**config.mk**
```make
export PLATFORM = sky130hd
export DESIGN_NAME = serial_addsub_word
export DESIGN_NICKNAME = d
export VERILOG_FILES = /design/src/rtl/serial_addsub_word.sv
export SDC_FILE = /design/constraint.sdc
export NUM_CORES = 1
export LEC_CHECK = 0
export ABC_AREA = 0
export BUFFER_PORTS_ARGS = -buffer_cell sky130_fd_sc_hd__buf_2
export CORE_ASPECT_RATIO = 0.75
export CORE_MARGIN = 4
export CORE_UTILIZATION = 51
export DETAILED_ROUTE_END_ITERATION = 10
export GPL_TIMING_DRIVEN = 0
export HOLD_SLACK_MARGIN = 0.1
export PLACE_DENSITY = 0.76
export SLEW_MARGIN = 5
export SYNTH_ARGS = -nofsm -noshare
export SYNTH_HDL_FRONTEND = slang
export SYNTH_SLANG_ARGS = --single-unit
export TNS_END_PERCENT = 20
```
**constraint.sdc**
```tcl
create_clock -name clk -period 2.3 [get_ports clk]
set_input_delay 0.46 -clock clk [delete_from_list [all_inputs] [get_ports clk]]
set_output_delay 0.46 -clock clk [all_outputs]
set_load 0.005 [all_outputs]
```
**src/rtl/serial_addsub_word.sv**
```systemverilog
// rtl/serial_addsub_word.sv - digit-serial two's-complement adder/subtractor with word framing
module serial_addsub_word #(
    parameter int WIDTH = 8,
    parameter int DIGIT = 1
) (
    input  logic             clk,
    input  logic             rst,
    input  logic             en,
    input  logic             start,
    input  logic             sub,
    input  logic [DIGIT-1:0] a_in,
    input  logic [DIGIT-1:0] b_in,
    output logic [DIGIT-1:0] s_out,
    output logic             s_valid,
    output logic [WIDTH-1:0] sum_word,
    output logic             busy,
    output logic             done,
    output logic             carry_out,
    output logic             overflow
);

    localparam int NDIG = WIDTH / DIGIT;
    localparam int CW   = (NDIG > 1) ? $clog2(NDIG) : 1;
    localparam logic [CW-1:0] LAST_DIG = CW'(NDIG - 1);

    typedef enum logic [1:0] {
        S_IDLE,
        S_RUN,
        S_DONE
    } state_t;

    state_t           state_q, state_d;
    logic [CW-1:0]    cnt_q, cnt_d;
    logic             carry_q, carry_d;
    logic             sub_q, sub_d;
    logic [DIGIT-1:0] s_out_q, s_out_d;
    logic             s_valid_q, s_valid_d;
    logic [WIDTH-1:0] sum_q, sum_d;
    logic             cout_q, cout_d;
    logic             ovf_q, ovf_d;

    // In IDLE the start cycle already computes digit 0, so mode and carry-in
    // come straight from the sub input rather than from the registers.
    logic             mode;
    logic             cin;
    logic [DIGIT-1:0] b_eff;
    logic [DIGIT:0]   add_full;
    logic [DIGIT-1:0] s_dig;
    logic [WIDTH-1:0] sum_shift;
    logic             step;
    logic             last;

    assign mode     = (state_q == S_IDLE) ? sub : sub_q;
    assign cin      = (state_q == S_IDLE) ? sub : carry_q;
    assign b_eff    = mode ? ~b_in : b_in;
    assign add_full = {1'b0, a_in} + {1'b0, b_eff} + {{DIGIT{1'b0}}, cin};
    assign s_dig    = add_full[DIGIT-1:0];

    // New digits enter at the MSB end so digit 0 lands at the LSB after NDIG shifts.
    generate
        if (DIGIT == WIDTH) begin : g_whole
            assign sum_shift = s_dig;
        end else begin : g_shift
            assign sum_shift = {s_dig, sum_q[WIDTH-1:DIGIT]};
        end
    endgenerate

    // State and datapath registers, cleared asynchronously.
    always_ff @(posedge clk or negedge rst) begin
        if (!rst) begin
            state_q   <= S_IDLE;
            cnt_q     <= '0;
            carry_q   <= 1'b0;
            sub_q     <= 1'b0;
            s_out_q   <= '0;
            s_valid_q <= 1'b0;
            sum_q     <= '0;
            cout_q    <= 1'b0;
            ovf_q     <= 1'b0;
        end else begin
            state_q   <= state_d;
            cnt_q     <= cnt_d;
            carry_q   <= carry_d;
            sub_q     <= sub_d;
            s_out_q   <= s_out_d;
            s_valid_q <= s_valid_d;
            sum_q     <= sum_d;
            cout_q    <= cout_d;
            ovf_q     <= ovf_d;
        end
    end

    // Next-state logic and digit processing; flags only update on the last digit.
    always_comb begin
        state_d   = state_q;
        cnt_d     = cnt_q;
        carry_d   = carry_q;
        sub_d     = sub_q;
        s_out_d   = s_out_q;
        s_valid_d = 1'b0;
        sum_d     = sum_q;
        cout_d    = cout_q;
        ovf_d     = ovf_q;
        step      = 1'b0;
        last      = 1'b0;

        case (state_q)
            S_IDLE: begin
                if (en && start) begin
                    step    = 1'b1;
                    sub_d   = sub;
                    cnt_d   = CW'(1);
                    last    = (NDIG == 1);
                    state_d = (NDIG == 1) ? S_DONE : S_RUN;
                end
            end
            S_RUN: begin
                if (en) begin
                    step  = 1'b1;
                    cnt_d = cnt_q + CW'(1);
                    last  = (cnt_q == LAST_DIG);
                    if (cnt_q == LAST_DIG) begin
                        state_d = S_DONE;
                    end
                end
            end
            S_DONE: begin
                cnt_d   = '0;
                state_d = S_IDLE;
            end
            default: begin
                state_d = S_IDLE;
            end
        endcase

        if (step) begin
            s_out_d   = s_dig;
            s_valid_d = 1'b1;
            carry_d   = add_full[DIGIT];
            sum_d     = sum_shift;
            if (last) begin
                cout_d = add_full[DIGIT];
                ovf_d  = (a_in[DIGIT-1] == b_eff[DIGIT-1]) && (s_dig[DIGIT-1] != a_in[DIGIT-1]);
            end
        end
    end

    assign s_out     = s_out_q;
    assign s_valid   = s_valid_q;
    assign sum_word  = sum_q;
    assign busy      = (state_q == S_RUN);
    assign done      = (state_q == S_DONE);
    assign carry_out = cout_q;
    assign overflow  = ovf_q;

endmodule

```
==> results.toml, run 1 <==
[run_status]
status = "complete, no violations"

[final_layout]
nNetsFinal = 117
n_fill_cell = 117
antenna_cells = 0
instances_no_fill = 121
finish.utilization_pct = 70.7
finalInstanceArea_sq_um = 1110
regArea_sq_um = 452
drive_above_1_share_pct = 47.0
multiInputGateArea_sq_um = 460
area_growth_pct = 22.6

[yosys]
avgSynthCellArea_sq_um = 12.3
ys_ff_latch = 18
synthCells = 74
syn_nets = 90
synth_warnings = 0
yosysUniqueCellTypes = 21
synth_seq_area_share_pct = 49.5
syn_area_sq_um = 910

[worst_setup_path]
cp.required_ps = 2540
critPathMaxStageDelay_ps = 540
path_cells = "inv_2, ha_4, mux2_2, fa_1, or4b_1, nand3_1"
rrSetupSlack_ps = 90
rr_endpoint = "overflow$_DFFE_PN0P_"
critPathLaunchType = "register"
crit_path_end_kind = "register"
cp_slowest_cell = "fa_1"
path_max_fanout = 4
arrival_ps = 2450
reg2reg_from = "state_q[0]$_DFFE_PN0P_"
cp_top_family = "adder cells"
startpoint = "state_q[0]$_DFFE_PN0P_"
reg2reg_depth = 6
path_class = "register to register"
crit_buf_inv = 1

[run]
drv_cap = 0

[global_routing]
antenna_found_initial = 0
grt_max_degree = 19
grt_pass1_wl_mm = 2.92
grt_overflow = 0
grt_usage_pct = 15.7
grt_pass1_vias = 601

[worst_hold_path]
hp-class = "primary input to register"
holdPathStages = 2
hp-start = "sub"
min_to = "sub_q$_DFFE_PN0P_"

[floorplan]
rows = 12
die_y_um = 44.6
num_io_pins = 21
core_sq_um = 1580
fp.dieW_um = 56.8
dieArea_sq_um = 2530
start_util_pct = 57.7

[timing]
period_share_pct = 96.0
relSlewSlack_pct = 62.2
hold_violations = 0
tns_ps = 0
report.final.setup_viol = 0
min_period_ps = 2210
worst_pin_slew_ps = 567
slew_violations = 0
rsz0062_at_grt = "false"
clock_skew_ps = 2.24
max_freq_ghz = 0.453
setup_slack_ps = 92.9
holdWs_ps = 435

[clocking]
cts_buffers = 3
cts-root-buf = "clkbuf_4"
cts.sinks = 18
htreeDepth = 1
clk_transition_reported_paths_ps = 100
tritoncts = "built"
worstSkewPairLatency_ps = 300
clockBufferDepth = 2

[pwr]
fin_total_pwr_mw = 1.46
irDropWorstVdd_mv = 0.796
power-per-cell-area_nw_per_um2 = 1310
cellLeakagePower_nw = 0.553

[placed_design]
place_ws_ps = -1.11
dpl.hpwl_mm = 1.30
io_buffers = 20
dp.cells = 115
gp_congestion = 0.769
dpl_cell_area_sq_um = 1040

[detailed_routing]
drcViolationCount = 0
viasPerCell = 5.21
first_iter_violations = 10
via_count = 630
drt-wirelength-per-cell_um = 15.5
ant_nets = 0
firstDrtPassIters = 5
drt_wl_total_mm = 1.87
==> area by class of cell <==
class / instances / share of cell area [%]
clock buffer: 4 / 3.25
sequential: 18 / 40.5
inverter: 3 / 1.01
timing repair buffer: 22 / 10.5
tap: 21 / 2.36
buffer: 2 / 1.01
multi-input combinational: 51 / 41.3
==> registers in the layout (all words and copies together) (netlist names) <==
register	flops
carry_out	1
carry_q	1
cnt_q	3
overflow	1
s_out	1
s_valid	1
state_q	2
sub_q	1
sum_word	7
==> worst register-to-register path, cell delays in order (launching register included) <==
cell	delay [ps]
dfrtp_2	440
inv_2	120
ha_4	170
mux2_2	350
fa_1	540
or4b_1	440
nand3_1	100
==> cell usage in the layout (no fill, tap or decap) <==
master and n:
clkbuf_8 1, buf_2 20, nand3_1 5, ha_4 1, buf_4 2, fa_1 1, inv_2 2, o31ai_1 3
xnor2_2 1, a21oi_1 1, nor2_1 1, dlygate4sd3_1 1, ha_1 7, and3_2 1, o21ai_0 5, dfrtp_2 1
o21ai_2 1, mux2i_2 1, nor3b_1 1, a22oi_1 1, or4b_1 1, clkbuf_1 1, inv_1 1, clkbuf_4 3
nand2b_1 1, dfrtp_1 17, mux2_2 13, nand2_1 6
==> report_power, final <==
group	internal (mW)	switching, mW
registers	0.451	0.0918
clock network	0.0966	0.101
logic	0.367	0.347
total	0.915	0.540
==> cells in the mapped netlist <==
library cell	instances	area, sq um
a21oi_1	1	5.00
a22oi_1	1	7.51
and3_2	1	7.51
buf_4	1	7.51
clkbuf_1	1	3.75
dfrtp_1	18	450
fa_1	1	20.0
ha_1	8	100
inv_1	3	11.3
mux2_2	13	146
mux2i_1	1	10.0
nand2_1	6	22.5
nand2b_1	1	6.26
nand3_1	5	25.0
nor2_1	1	3.75
nor3b_1	1	7.51
o21ai_0	5	25.0
o21ai_2	1	8.76
o31ai_1	3	22.5
or4b_1	1	10.0
xnor2_1	1	8.76
==> worst max path at each step <==
stage	endpoint	cells after the start
CTS	overflow$_DFFE_PN0P_	6
global route	overflow$_DFFE_PN0P_	7
detailed placement	overflow$_DFFE_PN0P_	6
global placement	overflow$_DFFE_PN0P_	6
finish	overflow$_DFFE_PN0P_	6
floorplan	overflow$_DFFE_PN0P_	6
==> kinds of logic (layout without fill, tap and decap cells) <==
family	Yosys count	in the layout	share of synthesized area, %
buffers and inverters	5	31	2.48
AND/OR/NAND/NOR	16	16	9.08
multiplexers	14	14	17.2
XOR/XNOR	1	1	0.963
flip-flops	18	18	49.5
adder cells (fa/ha/maj)	9	9	13.2
AO/OA/AOI/OAI	11	11	7.56
==> repair_timing <==
action	in CTS	in global routing
hold buffers	1	0
setup endpoints to repair	1	1
resized for setup	2	5
setup buffers	0	1
pin swaps	0	0
endpoints found under the hold margin	18	0
==> per-layer routing <==
metal | up-vias | track usage (%) | wire [um]
met5 | - | 0 | 0
met4 | 0 | 2.78 | 0
met3 | 0 | 6.41 | 118
met2 | 18 | 28.6 | 1010
met1 | 298 | 17.9 | 740
li1 | 314 | - | -
(Power assumes the default switching activity.)
==> run 2: changes to the inputs <==
- clock period: 2.3 -> 2.5 ns (I/O delays scaled with it)
==> results.toml, run 2 (synthesis results as in run 1) <==
[pwr]
fin_total_pwr_mw = 1.27
irDropWorstVdd_mv = 0.681
cellLeakagePower_nw = 0.541
power-per-cell-area_nw_per_um2 = 1180

[timing]
slew_violations = 0
relSlewSlack_pct = 63.0
hold_violations = 0
min_period_ps = 2310
clock_skew_ps = 2.17
worst_pin_slew_ps = 555
report.final.setup_viol = 0
rsz0062_at_grt = "false"
max_freq_ghz = 0.432
period_share_pct = 92.5
tns_ps = 0

[global_routing]
grt_usage_pct = 15.7
grt_max_degree = 19
grt_pass1_vias = 601
antenna_found_initial = 0
grt_overflow = 0
grt_pass1_wl_mm = 2.92

[placed_design]
gp_congestion = 0.769
dpl.hpwl_mm = 1.30
io_buffers = 20
dpl_cell_area_sq_um = 1040

[clocking]
cts.sinks = 18
cts_buffers = 3
tritoncts = "built"
worstSkewPairLatency_ps = 290
htreeDepth = 1
clockBufferDepth = 2
cts-root-buf = "clkbuf_4"
cts.hold.buffers_added = 0
clk_transition_reported_paths_ps = 100
cts_resized = 0
postCtsSetupBuffers = 0

[worst_setup_path]
arrival_ps = 2550
startpoint = "state_q[1]$_DFFE_PN0P_"
rr_endpoint = "overflow$_DFFE_PN0P_"
reg2reg_from = "state_q[1]$_DFFE_PN0P_"
crit_buf_inv = 1
critPathLaunchType = "register"
path_class = "register to register"
cp_slowest_cell = "fa_1"
crit_path_end_kind = "register"
cp.required_ps = 2740
critPathMaxStageDelay_ps = 530
cp_top_family = "adder cells"
reg2reg_depth = 6
path_max_fanout = 5
rrSetupSlack_ps = 190
path_cells = "inv_1, ha_1, mux2_2, fa_1, or4b_1, nand3_1"

[final_layout]
finalInstanceArea_sq_um = 1070
regArea_sq_um = 450
area_growth_pct = 17.9
largest_reg_flops = 7
antenna_cells = 0
final_common_cell = "buf_2"
multiInputGateArea_sq_um = 437
drive_above_1_share_pct = 40.8
n_fill_cell = 120
final_cell_mix = "buf_2 (20), dfrtp_1 (18), mux2_2 (13)"
nNetsFinal = 115

[detailed_routing]
drt_wl_total_mm = 1.74
drcViolationCount = 0
via_count = 610
first_iter_violations = 14
ant_nets = 0
firstDrtPassIters = 4
drt-wirelength-per-cell_um = 14.6
viasPerCell = 5.13

[floorplan]
dieArea_sq_um = 2530
rows = 12
num_io_pins = 21
fp.dieW_um = 56.8
core_sq_um = 1580
die_y_um = 44.6
start_util_pct = 57.7

[worst_hold_path]
hp-class = "primary input to asynchronous set/reset pin"

[run_status]
status = "complete, no violations"

[run]
drv_cap = 0
-- run 2: cell count changes in the layout (fill, tap and decap cells not counted), sizes merged --
cell / change
dlygate4sd3: -1
buf: -1
-- run 2: area by class of cell --
type / count / area share (%)
clock buffers: 4 / 3.38
inverters: 3 / 1.05
well taps: 21 / 2.45
plain buffers: 2 / 1.05
flip-flops and latches: 18 / 42.0
repair buffers: 20 / 9.33
multi-input cells: 51 / 40.7
-- run 2: routing by layer --
layer / routed length (um) / up-vias / global-route usage [%]
met5: 0 / - / 0
met4: 0 / 0 / 2.78
met3: 116 / 0 / 6.41
met2: 907 / 20 / 28.6
met1: 714 / 281 / 17.9
li1: - / 309 / -
-- run 2: worst max path at each step --
stage / endpoint / slack, ps / cells past startpoint
5_1_grt: overflow$_DFFE_PN0P_ / 70 / 7
2_1_floorplan: overflow$_DFFE_PN0P_ / 330 / 6
3_5_place_dp: overflow$_DFFE_PN0P_ / 200 / 6
4_1_cts: overflow$_DFFE_PN0P_ / 170 / 6
6_report: overflow$_DFFE_PN0P_ / 190 / 6
3_3_place_gp: overflow$_DFFE_PN0P_ / 220 / 6
-- run 2: per-stage QoR --
step	setup slack, ps	utilization, %	hold slack, ps	instances
after floorplan	329	-	204	74
after global placement	222	65.7	449	115
after detailed placement	199	65.7	449	115
after CTS	172	68.0	120	119
after global routing	66.3	68.0	119	119
final	187	68.0	110	119
-- run 2: worst reg2reg max path: stages (launching register included) --
cell and delay [ps]:
dfrtp_1 420, inv_1 150, ha_1 260, mux2_2 370, fa_1 530, or4b_1 430, nand3_1 90
-- run 2: report_power, final --
| group | internal (mW) | switching (mW) | total (mW) |
|---|---|---|---|
| logic | 0.304 | 0.287 | 0.591 |
| clock network | 0.0888 | 0.0911 | 0.180 |
| registers | 0.414 | 0.0811 | 0.495 |
| total | 0.806 | 0.460 | 1.27 |
